File: config.mk
export PLATFORM = sky130hd
export DESIGN_NAME = fifo_control
export DESIGN_NICKNAME = d
export VERILOG_FILES = /design/src/rtl/fifo_control.sv
export SDC_FILE = /design/constraint.sdc
export NUM_CORES = 1
export LEC_CHECK = 0
export BUFFER_PORTS_ARGS = -buffer_cell sky130_fd_sc_hd__buf_2
export CAP_MARGIN = 20
export CELL_PAD_IN_SITES_DETAIL_PLACEMENT = 1
export CELL_PAD_IN_SITES_GLOBAL_PLACEMENT = 1
export CORE_MARGIN = 3
export CORE_UTILIZATION = 41
export CTS_CLUSTER_SIZE = 28
export DETAILED_ROUTE_END_ITERATION = 8
export MAX_ROUTING_LAYER = met4
export PLACE_DENSITY_LB_ADDON = 0.3
export SYNTH_ARGS = -nofsm -noshare
export SYNTH_HDL_FRONTEND = slang
export SYNTH_SLANG_ARGS = --single-unit
File: constraint.sdc
create_clock -name clk -period 7.8 [get_ports clk]
set_input_delay 0.78 -clock clk [delete_from_list [all_inputs] [get_ports clk]]
set_output_delay 0.78 -clock clk [all_outputs]
set_load 0.1 [all_outputs]
File: src/rtl/fifo_control.sv
// FIFO pointer/occupancy controller: drives memory strobes and addresses, tracks
// occupancy and status flags, and latches overflow/underflow until init or reset.
module fifo_control #(
   parameter int address_width = 2
) (
   input  logic                     clk,
   input  logic                     reset,
   input  logic                     init,
   input  logic [address_width:0]   umbral_alto,
   input  logic [address_width:0]   umbral_bajo,
   input  logic                     push,
   input  logic                     pop,
   output logic                     wr_enable,
   output logic                     rd_enable,
   output logic [address_width-1:0] wr_ptr,
   output logic [address_width-1:0] rd_ptr,
   output logic [address_width:0]   count,
   output logic                     full,
   output logic                     empty,
   output logic                     almost_full,
   output logic                     almost_empty,
   output logic                     error,
   output logic [2:0]               state
);

   localparam int D = 1 << address_width;
   localparam logic [address_width:0]   DEPTH   = (address_width+1)'(D);
   localparam logic [address_width:0]   CNT_ONE = (address_width+1)'(1);
   localparam logic [address_width-1:0] PTR_ONE = address_width'(1);

   typedef enum logic [2:0] {
      ST_RESET  = 3'd0,
      ST_INIT   = 3'd1,
      ST_IDLE   = 3'd2,
      ST_ACTIVE = 3'd3,
      ST_ERROR  = 3'd4
   } state_t;

   state_t                   state_q, state_d;
   logic [address_width-1:0] wr_ptr_q, wr_ptr_d;
   logic [address_width-1:0] rd_ptr_q, rd_ptr_d;
   logic [address_width:0]   count_q, count_d;
   logic [address_width:0]   alto_q, alto_d;
   logic [address_width:0]   bajo_q, bajo_d;
   logic                     error_q, error_d;

   logic xfer_en;
   logic pop_ok;
   logic push_ok;
   logic overflow;
   logic underflow;

   // Flags decode straight from the registered occupancy.
   assign full         = (count_q == DEPTH);
   assign empty        = (count_q == '0);
   assign almost_full  = (count_q >= alto_q);
   assign almost_empty = (count_q <= bajo_q);

   // Transfers only in IDLE/ACTIVE; an init request suppresses them so INIT is entered cleanly.
   assign xfer_en   = ((state_q == ST_IDLE) || (state_q == ST_ACTIVE)) && !init;
   assign pop_ok    = xfer_en & pop & ~empty;
   assign push_ok   = xfer_en & push & (~full | pop_ok);
   assign overflow  = xfer_en & push & full & ~pop_ok;
   assign underflow = xfer_en & pop & empty;

   assign wr_enable = push_ok;
   assign rd_enable = pop_ok;
   assign wr_ptr    = wr_ptr_q;
   assign rd_ptr    = rd_ptr_q;
   assign count     = count_q;
   assign error     = error_q;
   assign state     = state_q;

   always_comb begin
      wr_ptr_d = wr_ptr_q;
      rd_ptr_d = rd_ptr_q;
      count_d  = count_q;
      alto_d   = alto_q;
      bajo_d   = bajo_q;
      error_d  = error_q;

      if (push_ok) wr_ptr_d = wr_ptr_q + PTR_ONE;
      if (pop_ok)  rd_ptr_d = rd_ptr_q + PTR_ONE;

      case ({push_ok, pop_ok})
         2'b10:   count_d = count_q + CNT_ONE;
         2'b01:   count_d = count_q - CNT_ONE;
         default: count_d = count_q;
      endcase

      if ((state_q == ST_INIT) || init) begin
         alto_d = umbral_alto;
         bajo_d = umbral_bajo;
      end

      if (init)                       error_d = 1'b0;
      else if (overflow || underflow) error_d = 1'b1;
   end

   always_comb begin
      state_d = state_q;
      if (init) begin
         state_d = ST_INIT;
      end else begin
         case (state_q)
            ST_RESET:  state_d = ST_INIT;
            ST_INIT:   state_d = ST_IDLE;
            ST_IDLE: begin
               if (overflow || underflow) state_d = ST_ERROR;
               else if (count_d != '0)    state_d = ST_ACTIVE;
            end
            ST_ACTIVE: begin
               if (overflow || underflow) state_d = ST_ERROR;
               else if (count_d == '0)    state_d = ST_IDLE;
            end
            ST_ERROR:  state_d = ST_ERROR;
            default:   state_d = ST_RESET;
         endcase
      end
   end

   always_ff @(posedge clk or negedge reset) begin
      if (!reset) begin
         state_q  <= ST_RESET;
         wr_ptr_q <= '0;
         rd_ptr_q <= '0;
         count_q  <= '0;
         alto_q   <= '0;
         bajo_q   <= '0;
         error_q  <= 1'b0;
      end else begin
         state_q  <= state_d;
         wr_ptr_q <= wr_ptr_d;
         rd_ptr_q <= rd_ptr_d;
         count_q  <= count_d;
         alto_q   <= alto_d;
         bajo_q   <= bajo_d;
         error_q  <= error_d;
      end
   end

endmodule

# ---- Word-level counts from Yosys, hierarchy flattened
# Index checks and enable logic that the tools add are counted.
dict set report totals {
  ff_bits 17
  inputBits 11
  out_inout_bits 17
  elab_cells 53
}
dict set report op_classes {
  add_sub_neg 4
  n_lt_le_gt_ge 2
  eq_ne 9
  n_mux 9
  bitwise_logic 11
  reduce_logical 11
}
# op n
set ops {}
lappend ops {{two-way mux 3 bit} 5}
lappend ops {{one-hot mux 3 bit (5 select lines)} 1}
lappend ops {{zero test 3 bit} 3}
lappend ops {{inequality test 4 x 2 -> 1 bit, second input constant} 2}
lappend ops {{AND 1 bit} 7}
lappend ops {{equality test 3 x 2 -> 1 bit, second input constant} 2}
lappend ops {{equality test 3 bit, second input constant} 2}
lappend ops {{one-hot mux 3 bit (2 select lines)} 1}
lappend ops {{adder 2 x 1 -> 2 bit, second input constant} 2}
lappend ops {{adder 3 x 1 -> 3 bit, second input constant} 1}
lappend ops {{equality test 3 x 1 -> 1 bit, second input constant} 1}
lappend ops {{>= comparator 3 bit} 1}
lappend ops {{less-or-equal comparator 3 bit} 1}
lappend ops {{logical OR 1 bit} 3}
lappend ops {{inverter 1 bit} 3}
lappend ops {{nonzero test 3 bit} 1}
lappend ops {{subtractor 3 x 1 -> 3 bit, second input constant} 1}
lappend ops {{equality test 2 x 1 -> 1 bit, second input constant} 1}
lappend ops {{equality test 2 bit, second input constant} 1}
lappend ops {{two-way mux 1 bit} 2}
lappend ops {{AND reduction 2 bit} 1}
lappend ops {{nonzero test 2 bit} 1}
lappend ops {{logical AND 1 bit} 1}
lappend ops {{zero test 1 bit} 1}
lappend ops {{bitwise OR 1 bit} 1}

# ---- Longest topological paths before layout
dict set report logic_depth {
  ltp_word 14
  ltp_mapped 9
  depth_no_buf 9
}

# ---- Worst setup path after synthesis
# Ideal clock, no wire load.
dict set report synth_timing {
  path_type {register to register}
  start {register count_q[1], in the netlist count[1]}
  end {register state_q[0], in the netlist state[0]}
  setup_ns 0.126
  arrival_ns 5.089
  required_time_ns 7.674
  path_slack_ns 2.585
  path_stages_with_launch 10
  period_less_slack_ns 5.215
  cell_sequence {dfrtp_1 -> nor3_1 -> and3b_1 -> ha_1 -> inv_1 -> fa_1 -> xor2_1 -> nor2_1 -> xor2_1 -> o32a_1}
}
dict set report synth_via {
  elab_chain_len 10
  word_cells_on_any_way 26
}
# element line_no
set synth_lines {}
lappend synth_lines {{start: declaration} 42} ;# logic [address_width:0] count_q, count_d;
lappend synth_lines {{start signal: assignment} 135} ;# count_q <= count_d;
lappend synth_lines {{zero test 3 bit (*)} 55} ;# assign empty = (count_q == '0);
lappend synth_lines {{named net empty} 19} ;# output logic empty,
lappend synth_lines {{inverter 1 bit (*)} 61} ;# assign pop_ok = xfer_en & pop & ~empty;
lappend synth_lines {{AND 1 bit (*)} 61}
lappend synth_lines {{named net rd_enable} 14} ;# output logic rd_enable,
lappend synth_lines {{bitwise OR 1 bit} 62} ;# assign push_ok = xfer_en & push & (~full | pop_ok);
lappend synth_lines {{AND 1 bit} 62}
lappend synth_lines {{equality test 2 x 1 -> 1 bit / equality test 2 bit (equally long branches)} 85} ;# case ({push_ok, pop_ok})
lappend synth_lines {{one-hot mux 3 bit (2 select lines) (*)} 85}
lappend synth_lines {{named net count_d[2]} 42}
lappend synth_lines {{zero test 3 bit / nonzero test 3 bit (equally long branches)} {114, 110}}
lappend synth_lines {{inequality test 4 x 2 -> 1 bit (no line)} -}
lappend synth_lines {{AND reduction 2 bit (no line) (*)} -}
lappend synth_lines {{end signal: assignment} 132} ;# state_q <= state_d;
lappend synth_lines {{end: declaration} 39} ;# state_t state_q, state_d;
# The timed path passes the listed nets; every way through them passes the cells marked *.
# A chain may end at the register's enable or synchronous reset.

# ---- Worst setup path after layout
dict set report layout_timing {
  start {input init}
  end {output rd_enable}
}
dict set report layout_via {
  elab_chain_len 4
}
# element line_no
set layout_lines {}
lappend layout_lines {{start: declaration} 8} ;# input logic init,
lappend layout_lines {{zero test 1 bit} 60} ;# assign xfer_en = ((state_q == ST_IDLE) || (state_q == ST_ACTIVE)) && !init;
lappend layout_lines {{logical AND 1 bit} 60}
lappend layout_lines {{AND 1 bit (2 in a row)} 61}
lappend layout_lines {{end: declaration} 14}
# Every way passes these cells.

==> results.json <==
{
  "crit_arrival_ps": 2100,
  "vias": 705,
  "yosysWarnings": 0,
  "r2r-start": "state[2]$_DFFE_PN0P_",
  "crit_top_cell": "buf_2",
  "cts_hold_buffers": 0,
  "viasPerCell": 5.07,
  "r2r_end": "state[0]$_DFFE_PN0P_",
  "synth_area_leaders": "dfrtp_1 (47%), ha_1 (9.6%), mux2_2 (7.4%), xnor2_1 (3.8%), inv_1 (3.3%)",
  "path_delay_family": "simple AND/OR/NAND/NOR gates",
  "cts_tree": "done",
  "track_usage_pct": 17.7,
  "grt_pass1_wl_mm": 3.35,
  "syn-cell-area_um2": 912,
  "drtPass1Iterations": 1,
  "synth_seq_area_share_pct": 46.6,
  "clkLatencyLatePin_ps": 290,
  "synth_compound_area_share_pct": 8.09,
  "rsz0062_at_grt": "false",
  "cts_max_level": 1,
  "final_layout_size_suffix_gt1_share_pct": 35.7,
  "final-hold-violation-count": 0,
  "start_kind": "input port",
  "crit_buf_inv": 2,
  "status": "completed",
  "finalClockSkew_ps": 0.609,
  "dp.final_hpwl_mm": 1.57,
  "synth_enable_flop_cells": 0,
  "synth_top_family_by_area": "simple AND/OR/NAND/NOR gates",
  "area_delta_synth_final_pct": 21.4,
  "final_nets": 132,
  "cts_setup_buffers": 0,
  "path_clk_slew_ps": 100,
  "core_um2": 2040,
  "path_cells": "buf_2, nor3b_1, and3b_1, buf_2",
  "numCtsBuffers": 3,
  "wire_per_inst_um": 14.0,
  "rows": 16,
  "synthSimpleGateAreaFrac_pct": 15.6,
  "io_buffers": 27,
  "critPathMaxStageDelay_ps": 450,
  "fmaxAchievable_ghz": 0.347,
  "initial_utilization_pct": 44.7,
  "drc": 0,
  "drt-total-wl_mm": 1.95,
  "n_antenna_cell": 0,
  "synth.area.mux_share_pct": 7.41,
  "synth-xor-area-share_pct": 6.72,
  "async_flop_share_pct": 100,
  "synth_top_area_share_pct": 46.6,
  "synth_area_per_cell_um2": 11.3,
  "pre_cts_ws_ps": 4620,
  "synth-seq-cells": 17,
  "place_congestion": 0.772,
  "cp-end-kind": "primary output",
  "reg2reg_depth": 8,
  "cts_sinks": 17,
  "synthAdderAreaFrac_pct": 11.8,
  "postLayoutCellArea_um2": 1110,
  "drtAntennaViolNets": 0,
  "max_cap_violations": 0,
  "cts-resized-gates": 0,
  "drt_iter0_drc": 0,
  "fin_hold_ws_ps": 397,
  "grt_pass1_vias": 698,
  "synth_cell_types": 29,
  "die_area_um2": 2830,
  "synth_top_area_cell": "dfrtp_1",
  "critPathRequiredTime_ps": 7020,
  "crit_fanout": 7,
  "syn_inst": 81,
  "layout_min_cycle_time_ps": 2880,
  "die_y_um": 53.2,
  "hold_class": "input port to asynchronous set/reset pin",
  "fin_ws_ps": 4920,
  "setup_viol": 0,
  "crit_type": "input port to primary output",
  "cp_slowest_cell": "buf_2",
  "cts_root_buf": "clkbuf_4",
  "grt_start_max_net_pins": 18,
  "drv_slew": 0,
  "clockBufferDepth": 2,
  "syn_nets": 100,
  "antenna_found_initial": 0,
  "tns_ps": 0,
  "reg2reg_slack_ps": 5090,
  "dpl-instance-area_um2": 1080,
  "worst_pin_slew_ps": 501,
  "maxSlewHeadroom_pct": 66.8,
  "ios": 28,
  "dieWidth_um": 53.2,
  "grt_overflow": 0,
  "synthFlopType": "dfrtp_1",
  "finalCritPeriodShare_pct": 37.0
}
[stage by stage]
step	util [%]	instances
floorplan	-	81
global placement	52.9	135
detailed placement	52.9	135
CTS	54.2	139
global route	54.2	139
finish	54.2	139
[cell type report]
class	instances	area, um2
Clock buffer	4	26.3
Fill cell	262	935
Inverter	9	33.8
Multi-Input combinational cell	55	453
Sequential cell	17	425
Tap cell	27	33.8
Timing Repair Buffer	27	135
[state kept, by name (all words and copies together), names as in the netlist]
register  cells
alto_q        3
bajo_q        3
count         3
state         3
rd_ptr        2
wr_ptr        2
error         1
[how the worst max path moves through the flow]
stage / end / cells past startpoint / slack (ps) / startpoint
floorplan: state[0]$_DFFE_PN0P_ / 9 / 2580 / count[1]$_DFF_PN0_
global placement: state[0]$_DFFE_PN0P_ / 10 / 4800 / init
detailed placement: state[0]$_DFFE_PN0P_ / 9 / 4620 / init
CTS: rd_enable / 4 / 4910 / init
global route: state[0]$_DFFE_PN0P_ / 9 / 4770 / init
finish: rd_enable / 4 / 4920 / init
[cell usage after synthesis (all sizes together) (2+ instances only)]
library cell and count:
inv 9, mux2 6, ha 7, a21o 2, xnor2 4, nand2 2
nand3 2, nor2 6, and3b 2, dfrtp 17, xor2 3, nor2b 4
nor3 2, a21oi 3, nand2b 2
[per-layer routing]
| metal | up-vias | GRT usage [%] | part of all wire (%) |
|---|---|---|---|
| met5 | - | - | 0 |
| met4 | 0 | 10.2 | 2.4 |
| met3 | 4 | 3.66 | 6.8 |
| met2 | 23 | 28.7 | 51 |
| met1 | 340 | 20.3 | 40 |
| li1 | 338 | - | - |
[cells by family after synthesis]
group	after synthesis
compound gates	10
xor+xnor	7
mux	6
simple gates	24
buf+inv	9
flops	17
fa+ha+maj	8
[layout by cell type, fill, tap and decap left out, types with 2 or more instances in the layout]
| master | count |
|---|---|
| ha_1 | 7 |
| buf_2 | 27 |
| inv_1 | 8 |
| a21o_1 | 2 |
| xor2_1 | 3 |
| a21oi_1 | 2 |
| nor3_1 | 2 |
| dfrtp_1 | 17 |
| and3b_1 | 2 |
| nand2b_1 | 2 |
| xnor2_1 | 4 |
| nor2_1 | 6 |
| mux2_2 | 6 |
| clkbuf_4 | 3 |
| nor2b_1 | 4 |
Power is left out: the tool's default activity adds up to more than one toggle a clock period on the data nets, which glitch-free logic cannot reach.
